File: config.mk
export PLATFORM = sky130hd
export DESIGN_NAME = ahb_sram_ctrl
export DESIGN_NICKNAME = d
export VERILOG_FILES = /design/src/rtl/ahb_pkg.sv /design/src/rtl/ahb_sram_wbuf.sv /design/src/rtl/ahb_sram_ctrl.sv
export SDC_FILE = /design/constraint.sdc
export NUM_CORES = 1
export LEC_CHECK = 0
export CAP_MARGIN = 40
export CORE_MARGIN = 2
export CORE_UTILIZATION = 30
export DETAILED_ROUTE_END_ITERATION = 6
export REMOVE_ABC_BUFFERS = 1
export SYNTH_ARGS = -nofsm -noshare
export SYNTH_HDL_FRONTEND = slang
export SYNTH_SLANG_ARGS = --single-unit
File: constraint.sdc
create_clock -name clk -period 2.4 [get_ports clk]
set_clock_uncertainty 0.15 [all_clocks]
set_input_delay 0.48 -clock clk [delete_from_list [all_inputs] [get_ports clk]]
set_output_delay 0.48 -clock clk [all_outputs]
set_load 0.02 [all_outputs]
File: src/rtl/ahb_pkg.sv
// Shared AHB-Lite encodings and byte-lane helpers for the SRAM controller.
// Lanes are little-endian: byte lane i is data bits [8i+7:8i].
package ahb_pkg;

    localparam logic [1:0] HTRANS_IDLE   = 2'd0;
    localparam logic [1:0] HTRANS_BUSY   = 2'd1;
    localparam logic [1:0] HTRANS_NONSEQ = 2'd2;
    localparam logic [1:0] HTRANS_SEQ    = 2'd3;

    localparam logic [2:0] HSIZE_BYTE = 3'd0;
    localparam logic [2:0] HSIZE_HALF = 3'd1;
    localparam logic [2:0] HSIZE_WORD = 3'd2;

    localparam logic HRESP_OKAY  = 1'b0;
    localparam logic HRESP_ERROR = 1'b1;

    typedef enum logic [1:0] {
        ST_OKAY = 2'd0,
        ST_ERR1 = 2'd1,
        ST_ERR2 = 2'd2
    } resp_state_t;

    function automatic logic [3:0] size_to_wbe(input logic [2:0] hsize, input logic [1:0] addr);
        logic [3:0] wbe;
        case (hsize)
            HSIZE_BYTE: wbe = 4'b0001 << addr;
            HSIZE_HALF: wbe = 4'b0011 << addr;
            default:    wbe = 4'b1111;
        endcase
        return wbe;
    endfunction

    function automatic logic is_unaligned(input logic [2:0] hsize, input logic [1:0] addr);
        return ((hsize == HSIZE_HALF) && addr[0]) ||
               ((hsize == HSIZE_WORD) && (addr != 2'b00));
    endfunction

endpackage

File: src/rtl/ahb_sram_wbuf.sv
// One-entry write buffer: parks a write that lost the SRAM port to a read,
// and patches its bytes into read data for the same word until it drains.
module ahb_sram_wbuf #(
    parameter int ADDR_BITS = 7
) (
    input  logic                 clk,
    input  logic                 rst_n,
    input  logic                 load,
    input  logic                 drain,
    input  logic [ADDR_BITS-1:0] load_addr,
    input  logic [3:0]           load_wbe,
    input  logic [31:0]          load_data,
    input  logic [ADDR_BITS-1:0] rd_addr,
    input  logic [31:0]          sram_dout,
    output logic                 buf_valid,
    output logic [ADDR_BITS-1:0] buf_addr,
    output logic [3:0]           buf_wbe,
    output logic [31:0]          buf_data,
    output logic [31:0]          rd_data
);

    always_ff @(posedge clk or negedge rst_n) begin
        if (!rst_n) begin
            buf_valid <= 1'b0;
            buf_addr  <= '0;
            buf_wbe   <= '0;
            buf_data  <= '0;
        end else if (load) begin
            buf_valid <= 1'b1;
            buf_addr  <= load_addr;
            buf_wbe   <= load_wbe;
            buf_data  <= load_data;
        end else if (drain) begin
            buf_valid <= 1'b0;
        end
    end

    // The SRAM copy is stale for any lane the buffer still owns.
    always_comb begin
        rd_data = sram_dout;
        if (buf_valid && (buf_addr == rd_addr)) begin
            for (int i = 0; i < 4; i++) begin
                if (buf_wbe[i]) begin
                    rd_data[8*i +: 8] = buf_data[8*i +: 8];
                end
            end
        end
    end

endmodule

File: src/rtl/ahb_sram_ctrl.sv
// AHB-Lite slave driving a single-port SRAM with zero wait states; writes that
// collide with a read address phase are parked in a one-entry buffer.
//
// state   | meaning
// ST_OKAY | normal zero-wait OKAY responses
// ST_ERR1 | first ERROR cycle, hreadyout=0
// ST_ERR2 | second ERROR cycle, hreadyout=1, new address phase may be taken
module ahb_sram_ctrl
    import ahb_pkg::*;
#(
    parameter int ADDR_BITS   = 7,
    parameter int ADDR_AMOUNT = 128
) (
    input  logic                 clk,
    input  logic                 rst_n,
    input  logic                 hsel,
    input  logic [31:0]          haddr,
    input  logic [1:0]           htrans,
    input  logic                 hwrite,
    input  logic [2:0]           hsize,
    input  logic [31:0]          hwdata,
    input  logic                 hready,
    output logic                 hreadyout,
    output logic                 hresp,
    output logic [31:0]          hrdata,
    output logic                 sram_en,
    output logic                 sram_we,
    output logic [3:0]           sram_wbe,
    output logic [ADDR_BITS-1:0] sram_addr,
    output logic [31:0]          sram_din,
    input  logic [31:0]          sram_dout
);

    localparam logic [31:0] AMOUNT_W = 32'(ADDR_AMOUNT);

    resp_state_t          state_q, state_d;
    logic                 accept, bad, rd_acc, wr_acc;
    logic [ADDR_BITS-1:0] idx;
    logic                 wr_dp, rd_dp;
    logic [ADDR_BITS-1:0] wr_addr, rd_addr;
    logic [3:0]           wr_wbe;
    logic [31:0]          hrdata_q, merged;
    logic                 buf_valid, buf_load, buf_drain;
    logic [ADDR_BITS-1:0] buf_addr;
    logic [3:0]           buf_wbe;
    logic [31:0]          buf_data;
    logic                 unused_htrans;

    assign unused_htrans = htrans[0];
    assign idx = haddr[ADDR_BITS+1:2];

    // Range check uses the full word index so aliases above the array also fault.
    assign bad = (hsize > HSIZE_WORD) || is_unaligned(hsize, haddr[1:0]) ||
                 ({2'b00, haddr[31:2]} >= AMOUNT_W);
    assign accept = rst_n && hsel && hready && htrans[1];
    assign rd_acc = accept && !hwrite && !bad;
    assign wr_acc = accept && hwrite && !bad;

    assign buf_load  = wr_dp && rd_acc;
    assign buf_drain = buf_valid && !rd_acc;

    always_ff @(posedge clk or negedge rst_n) begin
        if (!rst_n) begin
            state_q  <= ST_OKAY;
            wr_dp    <= 1'b0;
            rd_dp    <= 1'b0;
            wr_addr  <= '0;
            wr_wbe   <= '0;
            rd_addr  <= '0;
            hrdata_q <= '0;
        end else begin
            state_q <= state_d;
            wr_dp   <= wr_acc;
            rd_dp   <= rd_acc;
            if (wr_acc) begin
                wr_addr <= idx;
                wr_wbe  <= size_to_wbe(hsize, haddr[1:0]);
            end
            if (rd_acc) begin
                rd_addr <= idx;
            end
            if (rd_dp) begin
                hrdata_q <= merged;
            end
        end
    end

    always_comb begin
        state_d   = state_q;
        hreadyout = 1'b1;
        hresp     = HRESP_OKAY;
        case (state_q)
            ST_OKAY, ST_ERR2: state_d = (accept && bad) ? ST_ERR1 : ST_OKAY;
            ST_ERR1:          state_d = ST_ERR2;
            default:          state_d = ST_OKAY;
        endcase
        if (state_q == ST_ERR1) begin
            hreadyout = 1'b0;
        end
        if (state_q != ST_OKAY) begin
            hresp = HRESP_ERROR;
        end
    end

    // Port priority: read address phase, then buffer drain, then direct write.
    always_comb begin
        sram_en   = 1'b0;
        sram_we   = 1'b0;
        sram_wbe  = 4'b0000;
        sram_addr = '0;
        sram_din  = '0;
        if (rd_acc) begin
            sram_en   = 1'b1;
            sram_addr = idx;
        end else if (buf_valid) begin
            sram_en   = 1'b1;
            sram_we   = 1'b1;
            sram_wbe  = buf_wbe;
            sram_addr = buf_addr;
            sram_din  = buf_data;
        end else if (wr_dp) begin
            sram_en   = 1'b1;
            sram_we   = 1'b1;
            sram_wbe  = wr_wbe;
            sram_addr = wr_addr;
            sram_din  = hwdata;
        end
    end

    assign hrdata = rd_dp ? merged : hrdata_q;

    ahb_sram_wbuf #(
        .ADDR_BITS(ADDR_BITS)
    ) u_wbuf (
        .clk       (clk),
        .rst_n     (rst_n),
        .load      (buf_load),
        .drain     (buf_drain),
        .load_addr (wr_addr),
        .load_wbe  (wr_wbe),
        .load_data (hwdata),
        .rd_addr   (rd_addr),
        .sram_dout (sram_dout),
        .buf_valid (buf_valid),
        .buf_addr  (buf_addr),
        .buf_wbe   (buf_wbe),
        .buf_data  (buf_data),
        .rd_data   (merged)
    );

    // The write address-phase cycle never uses the port, so it always drains.
    assert property (@(posedge clk) disable iff (!rst_n) !(wr_dp && buf_valid));

endmodule

; After elaboration in Yosys (flattened, before gate mapping)
; Index checks and enable logic that the tools add are counted.
[classes]
order_cmp = 2
n_reduce_logical = 25
mux = 26
shifts = 2
eq_ne = 5
[ops]
columns = operator, n
row1 = $mux W32, 5
row2 = $mux W8, 4
row3 = $ge A30 B8 Y1 const B, 1
row4 = $mux W7, 3
row5 = $logic_and A1 B1 Y1, 13
row6 = $mux W4, 3
row7 = $mux W1, 9
row8 = $pmux W4 S2, 1
row9 = $eq A7 B7 Y1, 1
row10 = $reduce_bool A2 Y1, 3
row11 = $pmux W2 S2, 1
row12 = $shl A1 B2 Y4 const A, 1
row13 = $shl A2 B2 Y4 const A, 1
row14 = $eq A3 B1 Y1 const B, 1
row15 = $eq A3 B2 Y1 const B, 1
row16 = $gt A3 B2 Y1 const B, 1
row17 = $logic_not A1 Y1, 3
row18 = $logic_not A3 Y1, 1
row19 = $logic_or A1 B1 Y1, 3
row20 = $eq A2 B1 Y1 const B, 1
row21 = $eq A2 B2 Y1 const B, 1
row22 = $logic_not A2 Y1, 1
row23 = $reduce_or A2 Y1, 1
[totals]
output_inout_bits = 79
word_cells = 71
input_bits = 106
ff_bits = 98

; Depth between registers and ports, before layout
; Gate-level depths: netlist (run 1).
[logic_depth]
word_depth = 11
ltp_mapped = 7

; Modules after synthesis
; From an unflattened synthesis (run 1), not the netlist that was laid out.
[unflattened]
cells_unflattened = 425
area_unflattened_um2 = 5313.8
[modules_own_cells]
columns = module, seq_area_each_um2, area_each_um2, cells_per_inst, n_inst
row1 = ahb_sram_ctrl, 1351.3, 2834.0, 250, 1
row2 = ahb_sram_wbuf, 1101.1, 2479.9, 175, 1

; Worst setup path before layout (run 1)
; Ideal clock, no wire load.
[synth_timing]
path_kind = input to output
startpoint = input haddr[2]
endpoint = output sram_din[10]
arrival_ns = 1.864
path_slack_ns = -0.094
stages = 7
t_required_ns = 1.770
cell_sequence = nor4_2 -> a211oi_1 -> and4bb_1 -> buf_4 -> buf_6 -> buf_4 -> nor2_1
[synth_between]
elab_chain_len = 5
[synth_rtl]
columns = item, line
row1 = "start, declared", ahb_sram_ctrl.sv:17  ; input logic [31:0] haddr,
row2 = $ge A30 B8 Y1, ahb_sram_ctrl.sv:54  ; ({2'b00, haddr[31:2]} >= AMOUNT_W);
row3 = $logic_or A1 B1 Y1, ahb_sram_ctrl.sv:53  ; assign bad = (hsize > HSIZE_WORD) || is_unaligned(hsize, haddr[1:0]) ||
row4 = $logic_not A1 Y1, ahb_sram_ctrl.sv:56  ; assign rd_acc = accept && !hwrite && !bad;
row5 = $logic_and A1 B1 Y1, ahb_sram_ctrl.sv:56
row6 = $mux W32, ahb_sram_ctrl.sv:112  ; if (rd_acc) begin
row7 = "end, declared", ahb_sram_ctrl.sv:30  ; output logic [31:0] sram_din,
; Every way passes these cells.

; Worst setup path after layout (run 1)
[layout_timing]
startpoint = register u_wbuf.buf_addr[3]
endpoint = output hrdata[14]
[layout_between]
elab_chain_len = 4
[layout_rtl]
columns = item, line
row1 = "start, declared", ahb_sram_wbuf.sv:16  ; output logic [ADDR_BITS-1:0] buf_addr,
row2 = "start signal, assigned", ahb_sram_wbuf.sv:30  ; buf_addr <= load_addr;
row3 = $eq A7 B7 Y1, ahb_sram_wbuf.sv:41  ; if (buf_valid && (buf_addr == rd_addr)) begin
row4 = $logic_and A1 B1 Y1, ahb_sram_wbuf.sv:41
row5 = $mux W32, ahb_sram_wbuf.sv:41
row6 = $mux W32, -
row7 = "end, declared", ahb_sram_ctrl.sv:25  ; output logic [31:0] hrdata,
; Every way passes these cells.

==> run metrics, run 1 <==
Routed Antenna Nets=0; unrepaired setup endpoints after global routing=yes; clk_lat worst skew=0.35 ns; clock buffer depth=2; final hold vios=0; most used flip-flop cell after synthesis=dfrtp_1; VDD IR-drop max=approximately 0.00033 V; switching pwr=747 uW; post-synthesis cell type count=40; initial detailed-routing violation count=263; Leak Pwr=roughly 0.0043 uW; pin count of the biggest net entering global routing=65; num rows=48; # DRC=0; CTS tree=done; Post-Route WL=~19000 um; Max Cap Viol=0; multi-input logic area=roughly 0.0033 mm2; Port Buffers=183; Final setup viols=80; First-pass DRT Iterations=4; min cycle time layout=2.84 ns; Top Ports=between 150 and 200; Cell Pwr Density=373 mW/mm2; clock power share=0.467; CP Data Required Time=between 1.5 and 2 ns; EDFF count, synth=0; Worst slew margin=0.486; Syn Area/Cell=approximately 11 um2; Placeable Area=0.0171 mm2; Worst EP arrival=roughly 2.2 ns; first-pass GRT wire length=roughly 30000 um; Seq cells post-synth=98; root buffer cell=clkbuf_16; power consumption=3650 uW; Least-Margin Pin Slew=0.770 ns; routed vias/inst=5.02; final setup margin=-0.435 ns; GRT Util Overall=0.210; crit share post-route=1.18; drt wl/cell=18.2 um; class of the worst hold path=primary input to async pin; Crit. End Element=primary output; status=complete, but fails checks; asr flop ratio synth=1.00; critical path launch point type=flop; Nets=about 900; sequential standard cell area=around 0.0025 mm2; Fmax=0.353 GHz; antenna violations before repair=0; CP Max Fanout=7; Die W=135 um; critical path type=flop to primary output; Initial Utilization=0.303; full die area=around 0.018 mm2; Detailed Place HPWL=around 12000 um; Fillers=1402; Synth-to-Final Area Change=88.9%; most common cell after layout, fill and taps aside=buf_4; layout cell share with drive strength beyond 1=0.585; Clock H-tree levels=3; failing checks=negative setup slack; diode count=0; Yosys warnings=0; sequential share of power=0.452; Cell Area, Synth=0.00518 mm2; most frequent cells in the layout=buf_4, dfrtp_1, buf_6; Syn Inst Count=476; clock sink count=98; sequential share of the synthesized area=0.473; Net Sw Frac=0.205; Comb pwr share=0.081; gr ovfl total=0; total number of vias=5155; P_int=2900 uW; Reg clk slew, reported paths=around 0.070 ns; Num CTS Buffers=9; vias in the first global route=5673; routability congestion estimate=0.744; setup_tns=-24.48 ns; Slew Viols, Final=0; Die Y=between 100 and 150 um
-- power groups by stage --
| stage | Clock (uW) | Sequential (uW) | Combinational [uW] |
|---|---|---|---|
| global placement | 0 | 1680 | 279 |
| finish | 1700 | 1650 | 296 |
| global route | 1830 | 1650 | 319 |
| detailed placement | 0 | 1680 | 284 |
| CTS | 1740 | 1650 | 287 |
| floorplan | 0 | 1680 | 27.4 |
-- per-stage QoR --
step | cell area [um2] | util | setup slack, ns | hold slack (ns) | instances
finish | 9790 | 0.572 | -0.435 | 0.128 | 1027
global route | 9790 | 0.572 | -0.518 | 0.150 | 1027
CTS | 9670 | 0.565 | -0.395 | 0.133 | 1032
detailed placement | 7840 | 0.458 | -1.21 | 0.319 | 930
global placement | 7840 | 0.458 | -1.19 | 0.298 | 930
floorplan | 4930 | - | -1.72 | 0.0344 | 437
-- cells by family (layout without fill, tap and decap cells) --
group,Yosys count,in the layout,synth area share
compound gates,118,118,0.145
xor+xnor,7,7,0.0118
buf+inv,43,369,0.0512
flops,98,98,0.473
mux,68,68,0.182
simple gates,142,142,0.137
-- per-layer routing --
layer	track usage	share of wire	vias up
li1	-	-	2395
met5	0	0	-
met3	0.0426	0.053	25
met4	0.0648	0.016	0
met2	0.354	0.50	164
met1	0.271	0.43	2571
-- critical path, cell delays in order, from the launching register on --
cell     delay [ns]
dfrtp_2        0.45
xor2_4         0.22
or4_4          0.55
buf_6          0.16
o21ai_2        0.16
a31oi_2        0.13
buf_4          0.19
-- cell type report --
type                            instances  share of cell area
Timing Repair Buffer                  349               0.348
Multi-Input combinational cell        335               0.334
Sequential cell                        98               0.251
Tap cell                              225              0.0288
Clock buffer                           12              0.0262
Clock inverter                          4             0.00997
Inverter                                4             0.00153
-- synthesized netlist by cell type (4+ instances only) --
cell      number  share of area
a21oi_1        6         0.0058
a22o_1         7          0.012
a22oi_1       31          0.045
a31oi_1       32          0.039
buf_12         4          0.015
buf_2          4         0.0039
buf_4          5         0.0072
clkbuf_1      22          0.016
dfrtp_1       98           0.47
inv_1          4         0.0029
mux2_1         9          0.020
mux2_2        12          0.026
mux2_4        47           0.14
nand2_1       10         0.0072
nand3_1       32          0.031
nor2_1        72          0.052
nor4_1         4         0.0048
nor4_2         5          0.012
o21ai_0       32          0.031
o21ai_1        4         0.0039
or4_1          4         0.0058
xnor2_1        4         0.0068
-- path summary, 6_finish.rpt --
check	start	to	slack, ns	depth (start not counted)
setup / recovery	u_wbuf.buf_addr[3]$_DFFE_PN0P_	hrdata[14]	-0.44	6
hold / removal	rst_n	u_wbuf.buf_data[8]$_DFFE_PN0P_	0.13	2
setup reg to reg	u_wbuf.buf_addr[3]$_DFFE_PN0P_	hrdata_q[8]$_DFF_PN0_	-0.41	12
hold reg to reg	state_q[0]$_DFF_PN0_	state_q[0]$_DFF_PN0_	0.32	1
max in group asynchronous	rst_n	rd_addr[3]$_DFFE_PN0P_	0.77	3
min in group clk	haddr[3]	wr_addr[1]$_DFFE_PN0P_	0.21	2
-- what timing repair did --
item	in CTS	in global routing
pin swaps	75	33
resized for setup	791	58
endpoints found under the hold margin	0	0
buffers inserted	83	15
hold buffers	0	0
endpoints found under the setup margin	124	123
cloned	4	0
-- sequential cells by signal (all words and copies together) (netlist names) --
name              count
u_wbuf.buf_wbe        4
hrdata_q             32
rd_addr               7
wr_addr               7
wr_dp                 1
wr_wbe                4
u_wbuf.buf_data      32
u_wbuf.buf_addr       7
state_q               2
u_wbuf.buf_valid      1
rd_dp                 1
No activity file was read; power rests on OpenSTA's default activity.
==> run 2: changes to the inputs <==
--- a/config.mk
+++ b/config.mk
@@ -6,7 +6,7 @@
 export NUM_CORES = 1
 export LEC_CHECK = 0
 export CAP_MARGIN = 40
-export CORE_MARGIN = 2
+export CORE_MARGIN = 1.5
 export CORE_UTILIZATION = 30
 export DETAILED_ROUTE_END_ITERATION = 6
 export REMOVE_ABC_BUFFERS = 1
==> run metrics, run 2 (synthesized netlist as in run 1, its figures left out) <==
Setup crit end=hrdata[12]; Port Buffers=183; Top Ports=roughly 190; Largest regs=hrdata_q: 32 flops, u_wbuf.buf_data: 32 flops; clock power share=0.437; routability congestion estimate=0.769; drt wl/cell=19.9 um; CP Launch Point=rd_addr[3]$_DFFE_PN0P_; status=complete, but fails checks; VDD IR-drop max=0.000329 V; Detailed Place HPWL=11900 um; full die area=0.0181 mm2; P_int=2700 uW; Final setup viols=80; critical path type=flop to primary output; Initial Utilization=0.310; CTS tree=done; Leak Pwr=0.00438 uW; final setup margin=-0.435 ns; Slew Viols, Final=0; worst r2r dst=hrdata_q[22]$_DFF_PN0_; layout cell share with drive strength beyond 1=0.655; pin count of the biggest net entering global routing=51; clk_lat worst skew=0.35 ns; Fmax=0.353 GHz; Reg-to-Reg Start=rd_addr[3]$_DFFE_PN0P_; Max Cap Viol=0; Cell Pwr Density=342 mW/mm2; Fillers=about 1300; final hold vios=0; Crit-path slowest cell=or4_4; First-pass DRT Iterations=4; Num CTS Buffers=9; Worst EP arrival=roughly 2.2 ns; initial detailed-routing violation count=259; clock sink count=98; most frequent cells in the layout=buf_4, dfrtp_1, buf_6; class of the worst hold path=primary input to async pin; most common cell after layout, fill and taps aside=buf_4; CP Buf/Inv Count=2; routed vias/inst=approximately 5.1; diode count=0; total number of vias=5234; CP Max Fanout=7; Reg clk slew, reported paths=0.07 ns; Routed Antenna Nets=0; setup_tns=-23.07 ns; unrepaired setup endpoints after global routing=yes; gr ovfl total=0; min cycle time layout=2.83 ns; GRT Util Overall=0.226; # DRC=0; worst slack, placed=-1.18 ns; Nets=900; sequential share of power=0.474; switching pwr=789 uW; critical path's largest stage delay=0.56 ns; Die Y=between 100 and 150 um; WP depth=6; Net Sw Frac=0.226; Comb pwr share=0.089; antenna violations before repair=0; failing checks=negative setup slack; Largest delay share family, worst path=simple AND/OR/NAND/NOR gates; Least-Margin Pin Slew=around 0.66 ns; Crit. End Element=primary output; Clock H-tree levels=3; cell count of the worst reg-to-reg path=11; Die W=134 um; Placeable Area=0.0167 mm2; num rows=47; root buffer cell=clkbuf_16; multi-input logic area=~0.0036 mm2; sequential standard cell area=0.00246 mm2; critical path launch point type=flop; Worst slew margin=0.560; hold_buf cts=0; first-pass GRT wire length=31400 um; CP Data Required Time=1.77 ns; clock buffer depth=2; CP Cell Sequence=xor2_4, or4_4, buf_8, o21ai_4, a31oi_2, buf_4; Synth-to-Final Area Change=96.9%; r2r setup slk=-0.37 ns; Post-Route WL=20300 um; crit share post-route=1.18; Final Util=0.611; vias in the first global route=about 5700
-- run 2: worst min path at each step --
stage / from / end
detailed placement: state_q[0]$_DFF_PN0_ / state_q[0]$_DFF_PN0_
floorplan: rst_n / hrdata_q[0]$_DFF_PN0_
CTS: rst_n / u_wbuf.buf_data[23]$_DFFE_PN0P_
global placement: state_q[0]$_DFF_PN0_ / state_q[0]$_DFF_PN0_
finish: rst_n / hrdata_q[23]$_DFF_PN0_
global route: rst_n / u_wbuf.buf_data[23]$_DFFE_PN0P_
-- run 2: final cells by class --
| type | instances | share of cell area |
|---|---|---|
| Clock buffer | 13 | 0.0255 |
| Clock inverter | 3 | 0.00454 |
| Inverter | 4 | 0.00147 |
| Multi-Input combinational cell | 335 | 0.349 |
| Sequential cell | 98 | 0.241 |
| Tap cell | 220 | 0.0270 |
| Timing Repair Buffer | 346 | 0.351 |
-- run 2: layer usage --
metal | share of wire | GRT usage | vias up
met5 | 0 | 0 | -
met4 | 0.029 | 0.0812 | 0
met3 | 0.047 | 0.0378 | 47
met2 | 0.49 | 0.390 | 169
met1 | 0.43 | 0.286 | 2617
li1 | - | - | 2401
-- run 2: stage by stage --
step | cell area (um2) | hold WS (ns) | total power, uW | instances
after floorplan | 4930 | 0.0344 | 1710 | 437
after global placement | 7810 | 0.289 | 1960 | 915
after detailed placement | 7810 | 0.295 | 1970 | 915
after CTS | 9770 | 0.159 | 3480 | 1018
after global routing | 10200 | 0.171 | 3590 | 1019
final | 10200 | 0.108 | 3490 | 1019
-- run 2: what timing repair did --
item | CTS | global route
gates cloned | 12 | 0
setup endpoints to repair | 120 | 136
resized for setup | 815 | 101
buffers inserted | 81 | 18
pin swaps | 88 | 46
-- run 2: worst register-to-register path, stage by stage (launching register included) --
cell and delay (ns):
dfrtp_2 0.44, xor2_4 0.22, or4_4 0.64, o21ai_4 0.19, a31oi_2 0.13, buf_4 0.16, buf_4 0.12, buf_4 0.13
buf_4 0.12, buf_4 0.12, buf_4 0.12, buf_4 0.12
-- run 2: power groups by stage --
| stage | combinational (uW) | sequential (uW) | clock [uW] |
|---|---|---|---|
| finish | 310 | 1650 | 1530 |
| global route | 332 | 1650 | 1610 |
| CTS | 289 | 1650 | 1540 |
| detailed placement | 282 | 1680 | 0 |
| global placement | 277 | 1680 | 0 |
| floorplan | 27.4 | 1680 | 0 |
==> run 3: changes to the inputs <==
==> constraint.sdc (replaced) <==
create_clock -name clk -period 2.4 [get_ports clk]
set_clock_uncertainty 0.15 [all_clocks]
set_input_delay 0.48 -clock clk [delete_from_list [all_inputs] [get_ports clk]]
set_output_delay 0.48 -clock clk [all_outputs]
set_load 0.05 [all_outputs]
==> run metrics, run 3 (synthesized netlist as in run 1, its figures left out) <==
pin count of the biggest net entering global routing=between 50 and 60; num rows=47; status=complete, but fails checks; routed vias/inst=5.14; final hold vios=0; root buffer cell=clkbuf_16; worst r2r dst=hrdata_q[29]$_DFF_PN0_; Cell Pwr Density=340 mW/mm2; Worst EP arrival=~2.2 ns; crit share post-route=1.20; Synth-to-Final Area Change=94.1%; initial detailed-routing violation count=337; Fillers=1311; most frequent cells in the layout=dfrtp_1, buf_4, clkdlybuf4s50_1; drt wl/cell=19.8 um; Die W=roughly 130 um; antenna violations before repair=0; Slew Viols, Final=0; total number of vias=a little under 5000; Initial Utilization=0.310; Nets=between 800 and 900; First-pass DRT Iterations=4; Die Y=134 um; cell area after layout=roughly 0.01 mm2; Clock H-tree levels=3; r2r setup slk=0.23 ns; unrepaired setup endpoints after global routing=yes; sequential standard cell area=0.00246 mm2; clk_lat worst skew=around 0.34 ns; CTS tree=done; diode count=0; Max Cap Viol=0; multi-input logic area=0.00355 mm2; Reg clk slew, reported paths=about 0.070 ns; Worst slew margin=0.554; Fmax=0.348 GHz; Top Ports=185; Largest regs=hrdata_q: 32 flops, u_wbuf.buf_data: 32 flops; routability congestion estimate=0.788; gr ovfl total=0; Area after DPL=0.00799 mm2; critical path launch point type=flop; clock buffer depth=2; Placeable Area=0.0167 mm2; Reg-to-Reg Start=rd_addr[3]$_DFFE_PN0P_; most common cell after layout, fill and taps aside=dfrtp_1; Port Buffers=183; class of the worst hold path=primary input to async pin; CP Launch Point=rd_addr[3]$_DFFE_PN0P_; layout cell share with drive strength beyond 1=0.585; final setup margin=-0.473 ns; dpl cells=~910; setup_tns=-25.81 ns; Cell Count, Final, Fillers Out=960; Least-Margin Pin Slew=0.669 ns; cell count of the worst reg-to-reg path=6; Setup crit end=hrdata[23]; min cycle time layout=approximately 2.9 ns; Final setup viols=77; Leak Pwr=around 0.0043 uW; Detailed Place HPWL=11900 um; first-pass GRT wire length=29400 um; failing checks=negative setup slack; Final Util=0.602; Routed Antenna Nets=0; # DRC=0; Post-Route WL=19000 um; critical path type=flop to primary output; CP Max Fanout=8; vias in the first global route=5327; clock sink count=98; VDD IR-drop max=0.000306 V; CP Data Required Time=1.77 ns; Num CTS Buffers=9; GRT Util Overall=0.210; Crit. End Element=primary output; hold_ws=0.192 ns; hold_buf cts=0; full die area=around 0.018 mm2
run 3: changes by cell type in the layout (fill, tap and decap cells not counted), moves of 12 or more:
cell / previous run / this run
buf_2: 27 / 14
buf_4: 117 / 70
buf_8: 4 / 18
buf_6: 89 / 32
buf_12: 25 / 57
a31oi_4: 8 / 20
mux2_4: 59 / 47
a31oi_2: 17 / 2
run 3: repair_timing:
action | CTS | global route
gates cloned | 9 | 1
pin swaps | 62 | 57
endpoints found under the setup margin | 120 | 106
gates resized for setup | 329 | 98
setup buffers | 19 | 16
run 3: worst max-delay path, stage by stage (launching register included):
cell	delay (ns)
dfrtp_2	0.44
xor2_4	0.22
or4_4	0.64
o21ai_1	0.17
a31oi_1	0.10
buf_4	0.18
buf_12	0.14
run 3: area by class of cell:
class,count,share of cell area
Multi-Input combinational cell,335,0.353
Timing Repair Buffer,287,0.344
Sequential cell,98,0.245
Tap cell,220,0.0274
Clock buffer,9,0.0224
Clock inverter,7,0.00684
Inverter,4,0.00149
run 3: where the power goes:
group	internal [uW]	leakage (uW)	switching, uW
combinational	170	0.00300	133
clock	807	0.000142	652
sequential	1650	0.00119	0.550
run 3: per-layer routing:
metal  global-route usage  routed length [um]  vias up
met2                0.356                9490      154
met1                0.275                8140     2480
li1                     -                   -     2278
met3               0.0367                 977       26
met5                    0                   0        -
met4               0.0627                 378        0
run 3: worst min path at each step:
stage                               startpoint                               to  slack (ns)  cells after the start
final                                    rst_n           hrdata_q[18]$_DFF_PN0_        0.19                      2
after global routing                     rst_n  u_wbuf.buf_data[20]$_DFFE_PN0P_        0.24                      2
after CTS                                rst_n  u_wbuf.buf_data[23]$_DFFE_PN0P_        0.21                      2
after detailed placement  state_q[0]$_DFF_PN0_             state_q[0]$_DFF_PN0_        0.30                      1
after global placement    state_q[0]$_DFF_PN0_             state_q[0]$_DFF_PN0_        0.29                      1
after floorplan                          rst_n            hrdata_q[0]$_DFF_PN0_        0.03                      0
run 3: stage by stage:
step                      total power (uW)  setup WS, ns
after detailed placement              1970        -0.803
final                                 3410        -0.473
after global routing                  3540        -0.551
after CTS                             3430        -0.458
after floorplan                       1710         -1.72
after global placement                1960        -0.819
